$ cat src/rtl/button_pkg.sv
// Shared button/command definitions used by the encoder and by LEDController.
package button_pkg;

  localparam int unsigned NUM_BTN   = 8;

  // SIGNAL bit positions understood by LEDController
  localparam int unsigned SIG_UP    = 0;
  localparam int unsigned SIG_DOWN  = 2;
  localparam int unsigned SIG_LEFT  = 3;
  localparam int unsigned SIG_RIGHT = 4;

  typedef logic [NUM_BTN-1:0] btn_vec_t;

  // Isolate the lowest set bit as a one-hot vector (zero in, zero out).
  function automatic btn_vec_t lowest_set(input btn_vec_t v);
    return v & (~v + btn_vec_t'(1));
  endfunction

endpackage

$ cat src/rtl/button_signal_encoder_if.sv
// Button-side bundle: raw buttons in, command pulses and debounced levels out.
interface button_signal_encoder_if;
  import button_pkg::*;

  btn_vec_t BTN;
  btn_vec_t SIGNAL;
  btn_vec_t HELD;
  logic     BUSY;

  modport master (output BTN, input SIGNAL, input HELD, input BUSY);
  modport slave  (input BTN, output SIGNAL, output HELD, output BUSY);

endinterface

$ cat src/rtl/button_debounce.sv
// Single-bit two-flop synchroniser followed by a stable-run-length debouncer.
module button_debounce #(
  parameter int unsigned DEBOUNCE_CYCLES = 1_000_000
) (
  input  logic CLK,
  input  logic RST,
  input  logic BTN,
  output logic HELD
);

  // counter only needs to reach DEBOUNCE_CYCLES-1; the toggle happens instead of the final increment
  localparam int unsigned CW = (DEBOUNCE_CYCLES > 1) ? $clog2(DEBOUNCE_CYCLES) : 1;

  logic          s1;
  logic          s2;
  logic [CW-1:0] cnt;

  // synchronise the raw level and accept a change only after a full stable run
  always_ff @(posedge CLK) begin
    if (RST) begin
      s1   <= 1'b0;
      s2   <= 1'b0;
      cnt  <= '0;
      HELD <= 1'b0;
    end else begin
      s1 <= BTN;
      s2 <= s1;
      if (s2 != HELD) begin
        if (cnt == CW'(DEBOUNCE_CYCLES - 1)) begin
          HELD <= ~HELD;
          cnt  <= '0;
        end else begin
          cnt <= cnt + CW'(1);
        end
      end else begin
        cnt <= '0;
      end
    end
  end

endmodule

$ cat src/rtl/button_signal_encoder.sv
// Debounces eight buttons, queues presses and issues them as one-hot single-cycle
// SIGNAL pulses, lowest index first, with optional shared auto-repeat.
module button_signal_encoder
  import button_pkg::*;
#(
  parameter int unsigned DEBOUNCE_CYCLES = 1_000_000,
  parameter int unsigned REPEAT_DELAY    = 25_000_000,
  parameter int unsigned REPEAT_PERIOD   = 5_000_000
) (
  input logic                     CLK,
  input logic                     RST,
  button_signal_encoder_if.slave  bus
);

  localparam logic        REP_EN = (REPEAT_DELAY != 0);
  localparam int unsigned RTOP   = REPEAT_DELAY + REPEAT_PERIOD;
  localparam int unsigned RW     = (RTOP > 2) ? $clog2(RTOP) : 1;

  btn_vec_t      held;
  btn_vec_t      held_d;
  btn_vec_t      pend;
  btn_vec_t      pend_nxt;
  btn_vec_t      pick;
  btn_vec_t      press;
  btn_vec_t      rep_mask;
  btn_vec_t      sig_q;
  logic          busy_q;
  logic [RW-1:0] rcnt;
  logic [RW-1:0] rcnt_nxt;

  for (genvar g = 0; g < NUM_BTN; g++) begin : g_db
    button_debounce #(
      .DEBOUNCE_CYCLES(DEBOUNCE_CYCLES)
    ) u_db (
      .CLK (CLK),
      .RST (RST),
      .BTN (bus.BTN[g]),
      .HELD(held[g])
    );
  end

  // priority pick, press/repeat queueing and repeat-counter advance
  always_comb begin
    pick     = lowest_set(pend);
    press    = held & ~held_d;
    rep_mask = '0;
    if (REP_EN && (rcnt == RW'(REPEAT_DELAY))) begin
      rep_mask = held;
    end
    // new requests are ORed in after the issued bit is cleared, so a set beats a clear
    pend_nxt = (pend & ~pick) | press | rep_mask;

    // rcnt folds the period back onto REPEAT_DELAY, so every repeat fires at rcnt == REPEAT_DELAY
    rcnt_nxt = rcnt + RW'(1);
    if (!REP_EN || (held == '0) || (held != held_d)) begin
      rcnt_nxt = '0;
    end else if (rcnt == RW'(RTOP - 1)) begin
      rcnt_nxt = RW'(REPEAT_DELAY);
    end
  end

  // queue, output and repeat-counter registers
  always_ff @(posedge CLK) begin
    if (RST) begin
      pend   <= '0;
      held_d <= '0;
      sig_q  <= '0;
      busy_q <= 1'b0;
      rcnt   <= '0;
    end else begin
      pend   <= pend_nxt;
      held_d <= held;
      sig_q  <= pick;
      busy_q <= |pend_nxt;
      rcnt   <= rcnt_nxt;
    end
  end

  assign bus.SIGNAL = sig_q;
  assign bus.HELD   = held;
  assign bus.BUSY   = busy_q;

endmodule

$ cat src/flat_wrapper.sv
// flat-port wrapper written by rule: the top's interface ports become plain ports
module button_signal_encoder_flat import button_pkg::*;
#(
  parameter int unsigned DEBOUNCE_CYCLES = 1_000_000,
  parameter int unsigned REPEAT_DELAY    = 25_000_000,
  parameter int unsigned REPEAT_PERIOD   = 5_000_000
)
  (CLK, RST, bus_BTN, bus_SIGNAL, bus_HELD, bus_BUSY);
  button_signal_encoder_if bus_i ();
  input logic CLK;
  input logic RST;
  input wire logic [$bits(bus_i.BTN)-1:0] bus_BTN;
  output wire logic [$bits(bus_i.SIGNAL)-1:0] bus_SIGNAL;
  output wire logic [$bits(bus_i.HELD)-1:0] bus_HELD;
  output wire logic [$bits(bus_i.BUSY)-1:0] bus_BUSY;
  assign bus_i.BTN = bus_BTN;
  assign bus_SIGNAL = bus_i.SIGNAL;
  assign bus_HELD = bus_i.HELD;
  assign bus_BUSY = bus_i.BUSY;
  button_signal_encoder #(.DEBOUNCE_CYCLES(DEBOUNCE_CYCLES), .REPEAT_DELAY(REPEAT_DELAY), .REPEAT_PERIOD(REPEAT_PERIOD)) u_core (.CLK(CLK), .RST(RST), .bus(bus_i));
endmodule
$ cat config.mk
export PLATFORM = sky130hd
export DESIGN_NAME = button_signal_encoder_flat
export DESIGN_NICKNAME = d
export VERILOG_FILES = /design/src/rtl/button_pkg.sv /design/src/rtl/button_signal_encoder_if.sv /design/src/rtl/button_debounce.sv /design/src/rtl/button_signal_encoder.sv /design/src/flat_wrapper.sv
export SDC_FILE = /design/constraint.sdc
export NUM_CORES = 1
export LEC_CHECK = 0
export ABC_AREA = 1
export CORE_MARGIN = 3
export CORE_UTILIZATION = 30
export DETAILED_ROUTE_END_ITERATION = 12
export PLACE_DENSITY = 0.45
export SETUP_SLACK_MARGIN = 0.2
export SYNTH_ARGS = -nofsm -noshare
export SYNTH_HDL_FRONTEND = slang
export SYNTH_SLANG_ARGS = --single-unit
$ cat constraint.sdc
create_clock -name CLK -period 1.5 [get_ports CLK]
set_input_delay 0.3 -clock CLK [delete_from_list [all_inputs] [get_ports CLK]]
set_output_delay 0.3 -clock CLK [all_outputs]
set_load 0.03 [all_outputs]
== After elaboration in Yosys (flattened, before gate mapping) ==
Cells that the tools add are included.

* Bits in registers: 234
* Output and inout port bits: 17
* RAM bits: 0
* Bits in latches: 0
* Memories kept: 0
* Input port bits: 10
* Bits in read-only memories: 0
* Word-level logic and storage cells: 114

* Add/subtract/negate cells: 10
* Shifts and indexed selects: 0
* Bitwise operators: 24
* $lt $le $gt $ge: 0
* Muxes and demuxes: 2
* Div/mod/pow operators: 0
* Reduce and logical (&&, ||, !) cells: 21
* Eq/ne operators: 19
* Multipliers: 0

{| class="wikitable"
|+ Operator list
! operator !! number
|-
| $add 20x1->20 const B || 8
|-
| $eq 20x20->1 const B || 8
|-
| $eq 25x25->1 const B || 2
|-
| $reduce_or 3->1 || 9
|-
| $add 25x1->25 const B || 1
|-
| $mux 25 || 1
|-
| $and 8x8->8 || 3
|-
| $not 8->8 || 3
|-
| $not 1->1 || 16
|-
| $or 8x8->8 || 2
|-
| $reduce_and 2->1 || 8
|-
| $add 8x1->8 const B || 1
|-
| $logic_not 8->1 || 1
|-
| $mux 8 || 1
|-
| $ne 1x1->1 || 8
|-
| $ne 8x8->1 || 1
|-
| $reduce_or 8->1 || 1
|-
| $reduce_or 2->1 || 1
|-
| $logic_or 1x1->1 || 1
|}

== Logic depth before layout (Yosys ltp) ==
Gate-level depths: netlist (run 1).

* Word-level depth: 8
* Mapped depth: 12
* Gate-level depth less buffers: 11

== By module ==
Synthesis (run 1) repeated with hierarchy kept, for this count alone.

* Cells, all modules: 1640
* Area, all modules: 11956.5 um^2

{| class="wikitable"
|+ Modules (own cells, without submodules)
! module !! seq. area each (um^2) !! area each (um^2) !! instances !! cells an instance
|-
| button_debounce || 460.4 || 1184.9 || 8 || 161
|-
| button_signal_encoder || 1001.0 || 2477.4 || 1 || 352
|}

== Worst setup path before layout (run 1) ==
Ideal clock, no wire load.

* Path kind: reg2reg
* From: register u_core.g_db[5].u_db.cnt[0]
* To: register u_core.g_db[5].u_db.cnt[11]
* Setup slack: -0.069 ns
* Clock period less this slack: 1.569 ns
* Library setup time: 0.123 ns
* Stages on the path, launching flop included: 10
* Data arrival time: 1.446 ns
* Cell sequence: dfxtp_1 ha_1 nand2_1 inv_1 nand3_2 or2_4 nor3_2 nand3b_2 buf_8 nor3_2

* Cells in the longest elaborated chain, start to end: 2
* Elaborated cells on any way between the ends: 3

{| class="wikitable"
|+ RTL lines
! element !! line !! RTL
|-
| from (decl) || button_debounce.sv:16 || <nowiki>logic [CW-1:0] cnt;</nowiki>
|-
| from (signal assigned) || button_debounce.sv:33 || <nowiki>cnt <= cnt + CW'(1);</nowiki>
|-
| branches (longest 2 deep; another with $add 20x1->20) || - ||
|}

Parallel ways; which one is timed is not known.
A chain may end at the register's enable or synchronous reset.

== Worst setup path after layout (run 1) ==
* From: register u_core.g_db[5].u_db.cnt[0]
* To: register u_core.g_db[5].u_db.cnt[16]

The elaborated chain is that of the path after synthesis.

==> qor.yml, run 1 <==
status: "finished, violations left"
violations: "setup timing"
yosysWarnings: 0
required_ps: 1920
avgSynthCellArea_um2: 7.46
root_buffer: "clkbuf_16"
antenna_cells: 0
ir_worst_vdd_v: 0.000740
ys_seq_elements: 234
min_path_cells: 5
grt_pass1_vias: 10000
reg2reg_setup_slack_ps: -80
cts_buffers: 28
worst_pin_slew_ps: 366
area_growth_pct: 60.2
crit_fanout: 4
drtPass1Iterations: 4
hold_buffers: 0
worstSetupPathType: "register to register"
die-area_um2: 38700
pin_count: 27
post-place-cells: 2090
fin_ws_ps: -76.6
fillers: 3419
die_h_um: 197
slowest_delay_ps: 350
hold_end: "u_core.g_db[1].u_db.HELD$_SDFFE_PP0P_"
placementRows: 69
rsz0062_at_grt: "yes"
place_area_um2: 13400
cp-end-kind: "register"
min_path_type: "primary input to register"
yosysTopAreaCellShare_pct: 43.0
timing.rr.end: "u_core.g_db[5].u_db.cnt[16]$_SDFF_PP0_"
ctsHtreeMaxLevel: 1
yosysSeqAreaShare_pct: 43.0
antenna_found_initial: 0
switching_share_pct: 21.6
fin_cells: 2253
holdWs_ps: 240
start_util_pct: 30.5
ant_nets: 0
timing.final.crit_share_pct: 105
comb_power_share_pct: 2.4
power_frac_seq_pct: 47.2
drc: 0
grt_util_all_layers_pct: 14.2
synthTopCellsByArea: "dfxtp_1 43%, nand2_1 8.0%, nor2_1 7.7%"
synth_edf_count: 0
gp_congestion: 0.808
ff2ff_path_depth: 9
cap_violations: 0
num_vias: 10200
syn_area_um2: 10900
hpwlAfterDp_um: 18200
syn_nets: 1490
synth_cell_types: 45
die_width_um: 197
final_area_um2: 17500
power.leakage_nw: 6.61
viasPerCell: 4.53
clockPowerShare_pct: 50.4
grt_max_degree: 24
hold_viol_final: 0
drtIter0Drc: 252
cp_slowest_cell: "dfxtp_2"
insertion_delay_ps: 530
hp-start: "RST"
fin_nets: 1801
intPower_mw: 10.3
final.min_clock_period_ps: 1580
async_flop_share_pct: 0
wl_um: 28900
wl_per_cell_um: 12.8
grt-ovfl-total: 0
drive_above_1_share_pct: 48.0
place_ws_ps: -155
finalMaxSlewViolations: 0
power.density_nw_per_um2: 755
crit_chain: "ha_4, nand2_2, inv_2, nand3_4, or2_4, nor3_4, nand3b_4, clkbuf_16, nor3_2"
core_um2: 35700
cp-start-kind: "register"
synthCells: 1462
cts_tree: "done"
cts.path.max_buffers: 3
setup_viol: 94
final_cell_mix: "188 x inv_1, 183 x buf_4, 181 x nand2_1"
slew_headroom_pct: 75.4
port_buffers: 26
cts.sinks: 234
synth_top_area_cell: "dfxtp_1"
layout_commonest_cell: "inv_1"
reg2reg_from: "u_core.g_db[5].u_db.cnt[0]$_SDFF_PP0_"
p_sw_mw: 2.85
grt_pass1_wl_um: 47100
path_clk_slew_ps: 60
fin_skew_ps: 13.0
ys.flop_type: "dfxtp_1"
cp.arrival_ps: 1990
fmax_mhz: 634
## synth_stat cells, types with 2 or more instances
library cell and n:
dfxtp_1 234, nand2_1 231, nor2_1 225, inv_1 217, nor3_1 84, a21oi_1 76, nand3_1 67, xor2_1 45
nand4_1 35, o21ai_0 25, nor2_2 20, nor3b_1 19, ha_1 18, nor3_2 16, xnor2_1 16, nand2_2 12
a31oi_1 11, buf_4 11, nor4_1 11, buf_2 10, or2_2 9, nand3_2 8, nor2_4 8, or2_0 8
a21oi_2 5, and3_1 4, buf_1 4, a211oi_1 3, buf_6 3, o21bai_1 3, inv_2 2, nand3b_1 2
nand4_2 2, nor3_4 2, nor3b_2 2, o21ai_1 2, or2_1 2, or2_4 2, or3_1 2
## worst max-delay path: cells and delay by family, from the launching register on
| family | cells | cell delay, ps |
|---|---|---|
| and+or+nand+nor | 6 | 730 |
| adders and majority gates | 1 | 140 |
| DFF | 1 | 350 |
| buffers and inverters | 2 | 240 |
## power groups by stage
stage               Sequential [mW]  Combinational, mW  Clock [mW]
detailed placement             6.39              0.196           0
global placement               6.39              0.195           0
floorplan                      6.39              0.103           0
global route                   6.23              0.345        7.15
CTS                            6.23              0.270        6.92
finish                         6.23              0.319        6.65
## worst max path at each step
stage                                          startpoint                                      to  slack [ps]  cells past startpoint
CTS                 u_core.g_db[0].u_db.cnt[1]$_SDFF_PP0_  u_core.g_db[0].u_db.cnt[19]$_SDFF_PP0_         -80                     12
finish              u_core.g_db[5].u_db.cnt[0]$_SDFF_PP0_  u_core.g_db[5].u_db.cnt[16]$_SDFF_PP0_         -80                      9
detailed placement  u_core.g_db[0].u_db.cnt[1]$_SDFF_PP0_   u_core.g_db[0].u_db.cnt[3]$_SDFF_PP0_        -150                     11
floorplan           u_core.g_db[5].u_db.cnt[0]$_SDFF_PP0_  u_core.g_db[5].u_db.cnt[11]$_SDFF_PP0_         -20                      9
global placement                u_core.rcnt[0]$_SDFF_PP0_              u_core.bus.BUSY$_SDFF_PP0_        -140                     10
global route        u_core.g_db[5].u_db.cnt[0]$_SDFF_PP0_   u_core.g_db[5].u_db.cnt[7]$_SDFF_PP0_        -180                      9
## per-stage QoR
step | total power [mW] | TNS (ps) | utilization, %
finish | 13.2 | -3240 | 48.9
global route | 13.7 | -15920 | 48.9
CTS | 13.4 | -2030 | 45.3
detailed placement | 6.59 | -3360 | 37.4
global placement | 6.59 | -2310 | 37.4
floorplan | 6.49 | -138 | -
## kinds of logic after synthesis
logic type	share of synthesized area, %
AO/OA/AOI/OAI	6.24
XOR/XNOR	4.90
adder cells (fa/ha/maj)	2.07
buffers and inverters	9.34
flip-flops	43.0
AND/OR/NAND/NOR	34.5
## flip-flops by register name, indices dropped and copies added, names as in the netlist
name,count
u_core.g_db.u_db.s1,8
u_core.g_db.u_db.HELD,8
u_core.bus.SIGNAL,8
u_core.rcnt,25
u_core.g_db.u_db.cnt,160
u_core.held_d,8
u_core.bus.BUSY,1
u_core.pend,8
u_core.g_db.u_db.s2,8
## repair_timing
item	in CTS	in global routing
setup endpoints to repair	219	218
setup buffers	67	29
hold endpoints to repair	0	0
gates resized for setup	380	244
pin swaps	98	98
cloned	12	6
## area by class of cell
type	count	area (um^2)	area share (%)
clock buffer	39	823	4.71
clock inverter	10	81.3	0.465
tap	461	577	3.30
timing repair buffer	307	3140	18.0
inverter	219	837	4.79
multi-input combinational	983	7190	41.2
sequential	234	4820	27.6
## per-layer routing
metal	wire length, um	global-route usage [%]	up-vias	part of all wire, %
li1	-	-	5303	-
met1	13200	18.4	4788	46
met2	14400	25.3	75	50
met3	764	1.93	36	2.6
met4	463	3.19	0	1.6
met5	0	0	-	0
(Power assumes the default switching activity.)
==> inputs of run 2 (changes only) <==
--- a/config.mk
+++ b/config.mk
@@ -8,6 +8,7 @@
 export ABC_AREA = 1
 export CORE_MARGIN = 3
 export CORE_UTILIZATION = 30
+export CTS_BUF_LIST = sky130_fd_sc_hd__clkbuf_8 sky130_fd_sc_hd__clkbuf_16
 export DETAILED_ROUTE_END_ITERATION = 12
 export PLACE_DENSITY = 0.45
 export SETUP_SLACK_MARGIN = 0.2
==> constraint.sdc (replaced) <==
create_clock -name CLK -period 1.5 [get_ports CLK]
set_input_delay 0.3 -clock CLK [delete_from_list [all_inputs] [get_ports CLK]]
set_output_delay 0.3 -clock CLK [all_outputs]
set_load 0.05 [all_outputs]
==> run 2 against run 1 <==
  * The run still ends with setup timing left
  * Sequential share of layout area down 0.098 points
  * Global-route usage down 0.24 points
  * Non-clock buffer count down 3
  * Fmax down 0.23%
  * Via count about the same
  * Clock power down 0.6%
  * Utilization about the same
  * Design area about the same
  * Clock-buffer cell count down 7
  * First-iteration DRC count up 30%
  * Clock skew up 1.1 ps
  * Critical endpoint is now u_core.g_db[6].u_db.cnt[15]$_SDFF_PP0_
==> qor.yml, run 2 (same netlist as run 1, synthesis figures left out) <==
min_path_type: "primary input to register"
pin_count: 27
violations: "setup timing"
cp-start-kind: "register"
fin_ws_ps: -80.2
fin_skew_ps: 14.1
worstSetupPathType: "register to register"
cp-endpoint: "u_core.g_db[6].u_db.cnt[15]$_SDFF_PP0_"
timing.final.crit_share_pct: 105
drtPass1Iterations: 4
status: "finished, violations left"
ff2ff_path_depth: 9
power.density_nw_per_um2: 753
start_util_pct: 30.5
holdWs_ps: 183
hpwlAfterDp_um: 18000
worst_pin_slew_ps: 393
final.min_clock_period_ps: 1580
drtIter0Drc: 328
p_sw_mw: 2.82
switching_share_pct: 21.4
drive_above_1_share_pct: 47.7
comb_power_share_pct: 2.3
grt-ovfl-total: 0
power_frac_seq_pct: 47.4
power.leakage_nw: 6.53
viasPerCell: 4.54
area_growth_pct: 60.1
layout_commonest_cell: "inv_1"
wl_um: 28300
antenna_found_initial: 0
fin_nets: 1798
fillers: 3482
multi_input_area_um2: 7170
wl_per_cell_um: 12.6
grt_max_degree: 31
core_um2: 35700
antenna_cells: 0
hold_viol_final: 0
required_ps: 1920
die_h_um: 197
ff_latch_area_um2: 4800
slew_headroom_pct: 73.8
grt_pass1_wl_um: 46200
fin_setup_tns_ps: -3020
setup_viol: 74
placementRows: 69
cap_violations: 0
final_cell_mix: "196 x inv_1, 187 x nand2_1, 186 x buf_4"
cp.arrival_ps: 2000
gp_congestion: 0.802
fmax_mhz: 633
die_width_um: 197
root_buffer: "clkbuf_16"
cts.path.max_buffers: 3
ant_nets: 0
intPower_mw: 10.3
drc: 0
reg2reg_from: "u_core.g_db[6].u_db.cnt[0]$_SDFF_PP0_"
crit_fanout: 5
timing.rr.end: "u_core.g_db[6].u_db.cnt[15]$_SDFF_PP0_"
die-area_um2: 38700
cp-end-kind: "register"
reg2reg_setup_slack_ps: -80
finalMaxSlewViolations: 0
path_clk_slew_ps: 60
num_vias: 10200
ctsHtreeMaxLevel: 1
rsz0062_at_grt: "yes"
cts.sinks: 234
grt_util_all_layers_pct: 14.0
top_regs: "u_core.g_db.u_db.cnt x160, u_core.rcnt x25"
largest_reg_flops: 160
cts_tree: "done"
insertion_delay_ps: 540
ir_worst_vdd_v: 0.000646
regMostFlops: "u_core.g_db.u_db.cnt"
critPathLaunch: "u_core.g_db[6].u_db.cnt[0]$_SDFF_PP0_"
cts_buffers: 28
port_buffers: 26
clockPowerShare_pct: 50.3
grt_pass1_vias: 9961
-- run 2: changes by cell type in the layout (fill, tap and decap cells not counted), sizes merged --
cell	delta
buf	-1
bufinv	+1
clkbuf	-9
clkinv	-2
clkinvlp	+1
inv	+7
-- run 2: worst max-delay path: stages, from the launching register on --
cell and delay, ps:
dfxtp_2 360, ha_4 150, nand2_4 60, nor3_4 150, nand2_2 120, nor3_4 130
nand3b_1 180, buf_12 140, clkbuf_16 150, nor3_1 40
-- run 2: layout make-up --
type / instances / share of cell area (%)
sequential: 234 / 27.5
tap: 461 / 3.30
clock buffer: 32 / 4.39
clock inverter: 17 / 0.774
timing repair buffer: 304 / 18.2
multi-input combinational: 983 / 41.1
inverter: 219 / 4.79
-- run 2: repair_timing --
action                     in CTS  in global routing
hold endpoints to repair        0                  0
hold buffers                    0                  0
gates resized for setup       252                278
cloned                         11                  5
pin swaps                      83                105
buffers inserted               69                 38
setup endpoints to repair     219                220
-- run 2: metrics by stage --
step	utilization, %	instances	power (mW)	cell area [um^2]	setup slack [ps]
2_1_floorplan	-	1462	6.49	11400	-18.8
3_3_place_gp	37.5	2078	6.58	13400	-157
3_5_place_dp	37.5	2078	6.58	13400	-180
4_1_cts	44.8	2207	13.4	16000	-76.9
5_1_grt	48.9	2250	13.7	17500	-189
6_report	48.9	2250	13.2	17500	-80.2
-- run 2: how the worst min path moves through the flow --
stage,from,to,slack (ps),depth (start not counted)
finish,RST,u_core.g_db[4].u_db.s2$_SDFF_PP0_,180,3
global route,RST,u_core.g_db[4].u_db.s1$_SDFF_PP0_,180,3
CTS,RST,u_core.g_db[4].u_db.s2$_SDFF_PP0_,160,3
detailed placement,u_core.g_db[5].u_db.s1$_SDFF_PP0_,u_core.g_db[5].u_db.s2$_SDFF_PP0_,390,2
global placement,u_core.g_db[0].u_db.s1$_SDFF_PP0_,u_core.g_db[0].u_db.s2$_SDFF_PP0_,390,2
floorplan,u_core.g_db[0].u_db.s1$_SDFF_PP0_,u_core.g_db[0].u_db.s2$_SDFF_PP0_,390,2
-- run 2: layer usage --
layer	global-route usage, %	part of all wire (%)	vias up
met1	18.2	46	4777
met5	0	0	-
met4	3.38	2.0	0
li1	-	-	5308
met3	1.95	2.7	41
met2	24.5	50	84
-- run 2: power groups by stage --
stage / combinational, mW / sequential (mW) / clock (mW)
finish: 0.308 / 6.23 / 6.61
global route: 0.333 / 6.23 / 7.13
CTS: 0.257 / 6.24 / 6.89
detailed placement: 0.190 / 6.39 / 0
global placement: 0.190 / 6.39 / 0
floorplan: 0.103 / 6.39 / 0
